<file path="src/rtl/uart_rx.sv">
// uart_rx: mid-bit sampling UART receiver paced by an external UART_CLK_DIV mark strobe.
// Optional parity stage is compiled in when the macro UART_RX_PARITY_EN is defined.
module uart_rx #(
  parameter int unsigned DATA_BITS  = 8,
  parameter bit          PARITY_ODD = 1'b0
) (
  input  logic                 i_clk,
  input  logic                 i_rst,
  input  logic                 i_rx,
  input  logic                 i_div_mark,
  output logic                 o_div_clear,
  output logic                 o_div_enable,
  output logic [DATA_BITS-1:0] o_dout,
  output logic                 o_dout_vld,
  output logic                 o_frame_error,
  output logic                 o_parity_error
);

  localparam int unsigned     CntW    = (DATA_BITS > 1) ? $clog2(DATA_BITS) : 1;
  localparam logic [CntW-1:0] LastBit = CntW'(DATA_BITS - 1);

  typedef enum logic [2:0] {
    StIdle   = 3'd0,
    StStart  = 3'd1,
    StData   = 3'd2,
    StParity = 3'd3,
    StStop   = 3'd4
  } state_e;

  state_e                r_state;
  logic [CntW-1:0]       r_bit_cnt;
  logic [DATA_BITS-1:0]  r_shift;
  logic [DATA_BITS-1:0]  r_dout;
  logic                  r_dout_vld;
  logic                  r_frame_err;
  logic                  r_rx_meta;
  logic                  r_rx_s;
  logic                  r_rx_d;
  logic                  w_start_edge;
`ifdef UART_RX_PARITY_EN
  logic                  r_par_bad;
  logic                  r_parity_err;
`endif

  // Line idles high, so the synchroniser resets to 1 to avoid a phantom start edge.
  always_ff @(posedge i_clk or posedge i_rst) begin
    if (i_rst) begin
      r_rx_meta <= 1'b1;
      r_rx_s    <= 1'b1;
      r_rx_d    <= 1'b1;
    end else begin
      r_rx_meta <= i_rx;
      r_rx_s    <= r_rx_meta;
      r_rx_d    <= r_rx_s;
    end
  end

  assign w_start_edge = r_rx_d & ~r_rx_s;

  always_ff @(posedge i_clk or posedge i_rst) begin
    if (i_rst) begin
      r_state      <= StIdle;
      r_bit_cnt    <= '0;
      r_shift      <= '0;
      r_dout       <= '0;
      r_dout_vld   <= 1'b0;
      r_frame_err  <= 1'b0;
`ifdef UART_RX_PARITY_EN
      r_par_bad    <= 1'b0;
      r_parity_err <= 1'b0;
`endif
    end else begin
      r_dout_vld   <= 1'b0;
      r_frame_err  <= 1'b0;
`ifdef UART_RX_PARITY_EN
      r_parity_err <= 1'b0;
`endif
      unique case (r_state)
        StIdle: begin
`ifdef UART_RX_PARITY_EN
          r_par_bad <= 1'b0;
`endif
          if (w_start_edge) r_state <= StStart;
        end
        StStart: begin
          // A line back high at mid start bit is a glitch: drop it silently.
          if (i_div_mark) begin
            if (!r_rx_s) begin
              r_bit_cnt <= '0;
              r_state   <= StData;
            end else begin
              r_state <= StIdle;
            end
          end
        end
        StData: begin
          if (i_div_mark) begin
            r_shift <= {r_rx_s, r_shift[DATA_BITS-1:1]};
            if (r_bit_cnt == LastBit) begin
`ifdef UART_RX_PARITY_EN
              r_state <= StParity;
`else
              r_state <= StStop;
`endif
            end else begin
              r_bit_cnt <= r_bit_cnt + CntW'(1);
            end
          end
        end
`ifdef UART_RX_PARITY_EN
        StParity: begin
          if (i_div_mark) begin
            r_par_bad <= (^r_shift) ^ PARITY_ODD ^ r_rx_s;
            r_state   <= StStop;
          end
        end
`endif
        StStop: begin
          // Returning to idle mid stop bit lets a back-to-back start edge be caught.
          if (i_div_mark) begin
            r_state <= StIdle;
`ifdef UART_RX_PARITY_EN
            r_parity_err <= r_par_bad;
            if (r_rx_s && !r_par_bad) begin
`else
            if (r_rx_s) begin
`endif
              r_dout     <= r_shift;
              r_dout_vld <= 1'b1;
            end
            if (!r_rx_s) r_frame_err <= 1'b1;
          end
        end
        default: r_state <= StIdle;
      endcase
    end
  end

  assign o_div_clear   = (r_state == StIdle);
  assign o_div_enable  = (r_state != StIdle);
  assign o_dout        = r_dout;
  assign o_dout_vld    = r_dout_vld;
  assign o_frame_error = r_frame_err;

`ifdef UART_RX_PARITY_EN
  assign o_parity_error = r_parity_err;
`else
  logic w_unused_parity_odd;
  assign w_unused_parity_odd = PARITY_ODD;
  assign o_parity_error      = 1'b0;
`endif

endmodule

</file>
<file path="config.mk">
export PLATFORM = sky130hd
export DESIGN_NAME = uart_rx
export DESIGN_NICKNAME = d
export VERILOG_FILES = /design/src/rtl/uart_rx.sv
export SDC_FILE = /design/constraint.sdc
export NUM_CORES = 1
export LEC_CHECK = 0
export ABC_AREA = 1
export BUFFER_PORTS_ARGS = -buffer_cell sky130_fd_sc_hd__buf_2
export CORE_MARGIN = 2
export CORE_UTILIZATION = 54
export DETAILED_ROUTE_END_ITERATION = 6
export MAX_ROUTING_LAYER = met4
export PLACE_DENSITY = 0.77
export SLEW_MARGIN = 30
export SYNTH_ARGS = -nofsm -noshare
export SYNTH_HDL_FRONTEND = slang
export SYNTH_SLANG_ARGS = --single-unit
</file>
<file path="constraint.sdc">
create_clock -name i_clk -period 1.45 [get_ports i_clk]
set_input_delay 0.29 -clock i_clk [delete_from_list [all_inputs] [get_ports i_clk]]
set_output_delay 0.29 -clock i_clk [all_outputs]
set_load 0.03 [all_outputs]
</file>
==> results of run 1 <==
## cells by family after synthesis
logic type	share of synthesized area
other	0.00316
AOI/OAI and AO/OA	0.0855
adders and majority gates	0.0211
and+or+nand+nor	0.231
buffers and inverters	0.0855
DFF	0.573
## how the worst max path moves through the flow
stage	cells after the start	slack (ps)	from	endpoint
floorplan	3	80	r_state[1]	o_div_clear
global placement	8	150	r_bit_cnt[0]	r_bit_cnt[0]
CTS	4	6	r_state[0]	o_div_clear
global route	4	-80	r_state[1]	o_div_clear
detailed placement	8	70	r_bit_cnt[0]	r_bit_cnt[1]
finish	4	-2	r_state[1]	o_div_clear
## metal layers
layer  vias to the layer above  GRT usage
li1                        443          -
met1                       435      0.236
met2                        32      0.340
met3                         6     0.0351
met4                         0     0.0811
met5                         -          -
## critical path: cells and delay by family, from the launching register on
family | cells | cell delay (ps)
and+or+nand+nor | 2 | 240
DFF | 1 | 420
buffers and inverters | 2 | 190
## timing repair
| item | in CTS | in global routing |
|---|---|---|
| hold endpoints to repair | 0 | 0 |
| setup endpoints to repair | 2 | 8 |
| pin swaps | 1 | 3 |
| cloned | 0 | 1 |
| buffers inserted | 4 | 2 |
| resized for setup | 2 | 8 |
## registers in the layout, indices dropped and copies added, names as in the netlist
signal         count
r_bit_cnt          3
r_rx_d             1
r_shift            8
r_state            3
o_frame_error      1
o_dout_vld         1
r_rx_meta          1
o_dout             8
r_rx_s             1
## cell type report
type                    count  share of cell area
repair buffers             22              0.0989
multi-input cells          78               0.313
clock buffers               4              0.0191
well taps                  27              0.0245
inverters                  19              0.0517
flip-flops and latches     27               0.493
## cell usage in the layout, fill, tap and decap left out
cell type	netlist	layout
nand3_1	7	7
nand3_4	1	2
nand3b_1	2	2
inv_1	17	16
buf_2	0	13
nor2_1	3	2
nand4_1	1	1
nand2_1	38	35
nand3_2	1	1
nor3_1	1	1
clkbuf_1	0	1
ha_1	2	2
conb_1	1	1
o21ai_2	7	7
nor2_2	1	2
dfstp_2	3	3
buf_4	1	8
inv_2	2	3
dfrtp_1	24	24
nand2_2	4	7
clkbuf_4	0	3
o21ai_1	8	8
buf_6	2	1
## power by group through the flow
stage / registers [uW] / clock network (uW) / logic [uW]
2_1_floorplan: 1030 / 0 / 548
5_1_grt: 978 / 360 / 1100
6_report: 965 / 313 / 999
4_1_cts: 960 / 323 / 877
3_5_place_dp: 998 / 0 / 743
3_3_place_gp: 994 / 0 / 722
## stage by stage
| stage | setup WS, ps | instances | power [uW] | hold slack, ps | cell area (um2) |
|---|---|---|---|---|---|
| 6_report | -1.77 | 177 | 2280 | -3.21 | 1380 |
| 5_1_grt | -83.7 | 177 | 2440 | 18.6 | 1380 |
| 4_1_cts | 5.79 | 174 | 2160 | 2.45 | 1330 |
| 3_5_place_dp | 66.5 | 166 | 1740 | 349 | 1270 |
| 3_3_place_gp | 145 | 166 | 1720 | 347 | 1270 |
| 2_1_floorplan | 82.1 | 126 | 1580 | 294 | 1180 |
==> results.txt, run 1 <==
status = finished, violations left
failing checks = negative hold slack, negative setup slack
vias in the first global route = 890
Detailed Place HPWL = 1440 um
count leader, synth = nand2_1
Critical Path AT = 1160 ps
Post-synth top flop = dfrtp_1
Iter 0 DRT Violations = 20
top routing layer in use = met4
R2R Setup Slk = 90 ps
CP Capture Type = output port
Startpoint Class = flip-flop
via count = 916
met3 wire len = 101 um
worst vdd ir = 1190 uV
NetSw = 919 uW
critical path cell sequence = nor2_2, nand2_2, inv_2, buf_6
Fin Setup TNS = -1.77 ps
Clock power frac = 0.137
share of layout cells above drive strength 1 = 0.333
post-synthesis cell type count = 20
number of flops mapped to enable cells by yosys = 0
Final ANT Viol Nets = 0
final worst slack = -1.77 ps
CTS Buffer Depth = 2
syn nets = 132
NumNets Final = 157
fin crit period = 1450 ps
core area = 2020 um2
clk_lat worst skew = 320 ps
clock skew = 3.64 ps
multi-input logic area = 432 um2
Synth Cell Area = 1180 um2
per-cell routed wire length = 12.6 um
port bufs = 15
Die H = 50.8 um
slowest stage delay, CP = 420 ps
clock sinks = 27
FMAX = 0.689 GHz
post-layout util = 0.682
final hold vios = 4
Critical-path top delay cell = dfrtp_1
Yosys reg bits = 27
initial antenna violation count = 0
Layout area overhead = 16.4%
largest net degree at the start of global routing = 28
Hold Crit Class = input pin to asynchronous set/reset pin
ys async rst share = 1.00
switching part of the total = 0.404
GRT Residual Overflow = 0
critical path class = flip-flop to output port
Synth Instances = 126
Total Die Area = 2580 um2
Required @ worst endpoint = 1160 ps
num rows = 16
synth top area cells = dfrtp_1 51%, nand2_1 12%, dfstp_2 6.7%
fin. max-slew vios = 0
Initial Util = 0.586
RR Endpoint = r_bit_cnt[1]
clk slew on worst S/H paths = 130 ps
Synth Warn # = 0
DRT Wirelength = 2230 um
sequential share of power = 0.424
final period utilization = 1.00
Setup violations, final = 1
Filler cells = 168
TritonCTS clock tree = done
Total GRT Usage = 0.199
area leader, netlist = dfrtp_1
r2r startpoint = r_bit_cnt[1]
average size of a mapped cell = 9.40 um2
antenna diode count = 0
hold buffers post-CTS = 0
WL met1 = 934 um
worst reg-to-reg path cell count = 8
Vias/cell = 5.18
first-pass GRT wire length = 3740 um
die width = 50.8 um
Logic pwr share = 0.439
total power per unit cell area = 1650 nW/um2
metal2 WL = 1140 um
internal power = 1360 uW
final hold slack = -3.21 ps
# IOs = 17
DR pass1 iterations = 4
CTS buffer count = 3
Max Cap Viol = 0
unrepaired setup endpoints after global routing = yes
area share of the largest cell type after synthesis = 0.507
Sequential Area = 679 um2
GPL Wtd Cong = 0.790
Seq/Total Area, Yosys = 0.573
root buf cell = clkbuf_4
DRC = 0
H-tree levels = 1
critical-path maximum fanout = 2
leakage power = 0.000736 uW
Synth top cells by count = 38 x nand2_1, 24 x dfrtp_1, 17 x inv_1, 8 x o21ai_1
No activity file was read; power rests on OpenSTA's default activity.
==> inputs of run 2 (changes only) <==
Settings changed: ABC_AREA 1 to unset.
==> results.txt, run 2 <==
status = finished, violations left
failing checks = negative setup slack
fin crit period = 1670 ps
number of flops mapped to enable cells by yosys = 0
num rows = 16
hold_sp = i_rx
Post-DP Area = 1350 um2
clock skew = 9.11 ps
simple-gate share of the synthesized area = 0.111
Layout area overhead = 28.8%
Final ANT Viol Nets = 0
Place WS = -15.0 ps
count leader, synth = dfrtp_1
Synth top cells by count = 24 x dfrtp_1, 9 x mux2_1, 8 x mux2_4, 5 x inv_1
Hold Crit Depth = 1
unrepaired setup endpoints after global routing = yes
most frequent cells in the layout = 22 x dfrtp_1, 17 x mux2_4, 14 x buf_4
top routing layer in use = met4
Critical Path AT = 1380 ps
worst hold endpoint = r_rx_meta
RR Endpoint = r_shift[1]
CTS Buffer Depth = 2
worst vdd ir = 1000 uV
TritonCTS clock tree = done
final period utilization = 1.15
Fin Setup TNS = -3200 ps
Total Die Area = 2570 um2
final hold slack = 41.2 ps
DRC = 0
overall power = 2170 uW
critical path class = flip-flop to output port
die width = 50.7 um
worst reg-to-reg path cell count = 6
root buf cell = clkbuf_4
Synth Instances = 80
largest family of logic cells by synthesized area = multiplexers
ys async rst share = 1.00
Max Cap Viol = 0
slowest stage delay, CP = 490 ps
GRT Residual Overflow = 0
NumNets Final = 120
Filler cells = 121
FMAX = 0.600 GHz
DR pass1 iterations = 4
worst setup path startpoint = r_state[2]
via count = 727
Critical-path top delay cell = dfrtp_2
Startpoint Class = flip-flop
fin. max-slew vios = 0
area share of fa/ha/maj cells after synthesis = 0.0213
share of layout cells above drive strength 1 = 0.611
Required @ worst endpoint = 1160 ps
WL met1 = 922 um
final hold vios = 0
first-pass GRT wire length = 3510 um
clk_lat worst skew = 330 ps
Initial Util = 0.587
critical-path maximum fanout = 6
cell area after layout = 1520 um2
port bufs = 15
initial antenna violation count = 0
critical path cell sequence = or3_4, inv_2, buf_6
post-synthesis compound-gate area fraction = 0.0266
Die H = 50.7 um
Detailed Place HPWL = 1240 um
synth top area cells = dfrtp_1 51%, mux2_4 10%, mux2_1 8.6%
Synth Cell Area = 1180 um2
vias in the first global route = 770
total power per unit cell area = 1430 nW/um2
antenna diode count = 0
Setup violations, final = 21
mux cell area share after synthesis = 0.205
area leader, netlist = dfrtp_1
met3 wire len = 59 um
largest net degree at the start of global routing = 28
r2r startpoint = r_state[0]
Iter 0 DRT Violations = 12
clk slew on worst S/H paths = 140 ps
leakage power = 0.000760 uW
Hold Crit Class = input pin to flip-flop
core area = 2000 um2
syn nets = 86
H-tree levels = 1
Post-synth top flop = dfrtp_1
area share of the largest cell type after synthesis = 0.511
CP Capture Type = output port
clock sinks = 27
Seq/Total Area, Yosys = 0.578
# IOs = 17
xor/xnor share of the synthesized area = 0
per-cell routed wire length = 13.8 um
Vias/cell = 5.19
CTS buffer count = 3
GPL Wtd Cong = 0.798
Total GRT Usage = 0.187
metal2 WL = 916 um
final worst slack = -216 ps
post-synthesis cell type count = 27
commonest non-fill, non-tap cell in the layout = dfrtp_1
Synth Warn # = 0
average size of a mapped cell = 14.7 um2
Yosys reg bits = 27
R2R Setup Slk = -210 ps
DRT Wirelength = 1930 um
[run 2: cell count changes after synthesis, moves of 2 or more]
cell	previous run	this run
nand2_1	38	3
inv_1	17	5
mux2_1	0	9
mux2_4	0	8
o21ai_1	8	0
nand3_1	7	0
o21ai_2	7	1
nand2_2	4	0
nor3b_2	0	3
inv_2	2	0
mux2i_1	0	2
[run 2: final cells by class]
type                    instances  area (um2)  area share
clock buffers                   3        22.5      0.0149
inverters                       5        18.8      0.0124
multi-input cells              44         513       0.339
repair buffers                 33         236       0.156
flip-flops and latches         27         682       0.450
clock inverters                 1        8.76     0.00578
well taps                      27        33.8      0.0223
[run 2: logic make-up after synthesis]
kind of cell,Yosys count
adder cells (fa/ha/maj),2
AND/OR/NAND/NOR,18
other,1
AO/OA/AOI/OAI,4
buffers and inverters,9
flip-flops,27
multiplexers,19
[run 2: through the flow]
step | utilization | cells
after floorplan | - | 80
after global placement | 0.672 | 129
after detailed placement | 0.672 | 129
after CTS | 0.726 | 138
after global routing | 0.757 | 140
final | 0.757 | 140
[run 2: timing repair]
item | CTS | global route
endpoints found under the hold margin | 24 | 0
endpoints found under the setup margin | 13 | 21
pin swaps | 3 | 4
gates cloned | 0 | 1
hold buffers | 1 | 0
gates resized for setup | 11 | 12
setup buffers | 5 | 2
[run 2: how the worst max path moves through the flow]
stage | endpoint | slack [ps]
detailed placement | r_shift[6] | -10
finish | o_div_clear | -220
global route | o_div_clear | -270
floorplan | r_bit_cnt[0] | 10
global placement | r_shift[5] | 20
CTS | o_div_clear | -230
[run 2: metal layers]
layer  up-vias  global-route usage
met5         -                   -
met4         0              0.0541
met3         5              0.0268
met2        20               0.309
met1       366               0.241
li1        336                   -
[run 2: report_power, final]
group / internal [uW] / switching, uW / total, uW / leakage [uW]
Clock: 113 / 232 / 345 / 0.0000183
Combinational: 500 / 326 / 826 / 0.000387
Sequential: 893 / 105 / 999 / 0.000354
Total: 1510 / 663 / 2170 / 0.000760
[run 2: worst max-delay path, delay by kind of cell (launching register included)]
kind          cells  cell delay [ps]
buf+inv           2              180
flops             1              490
simple gates      1              390
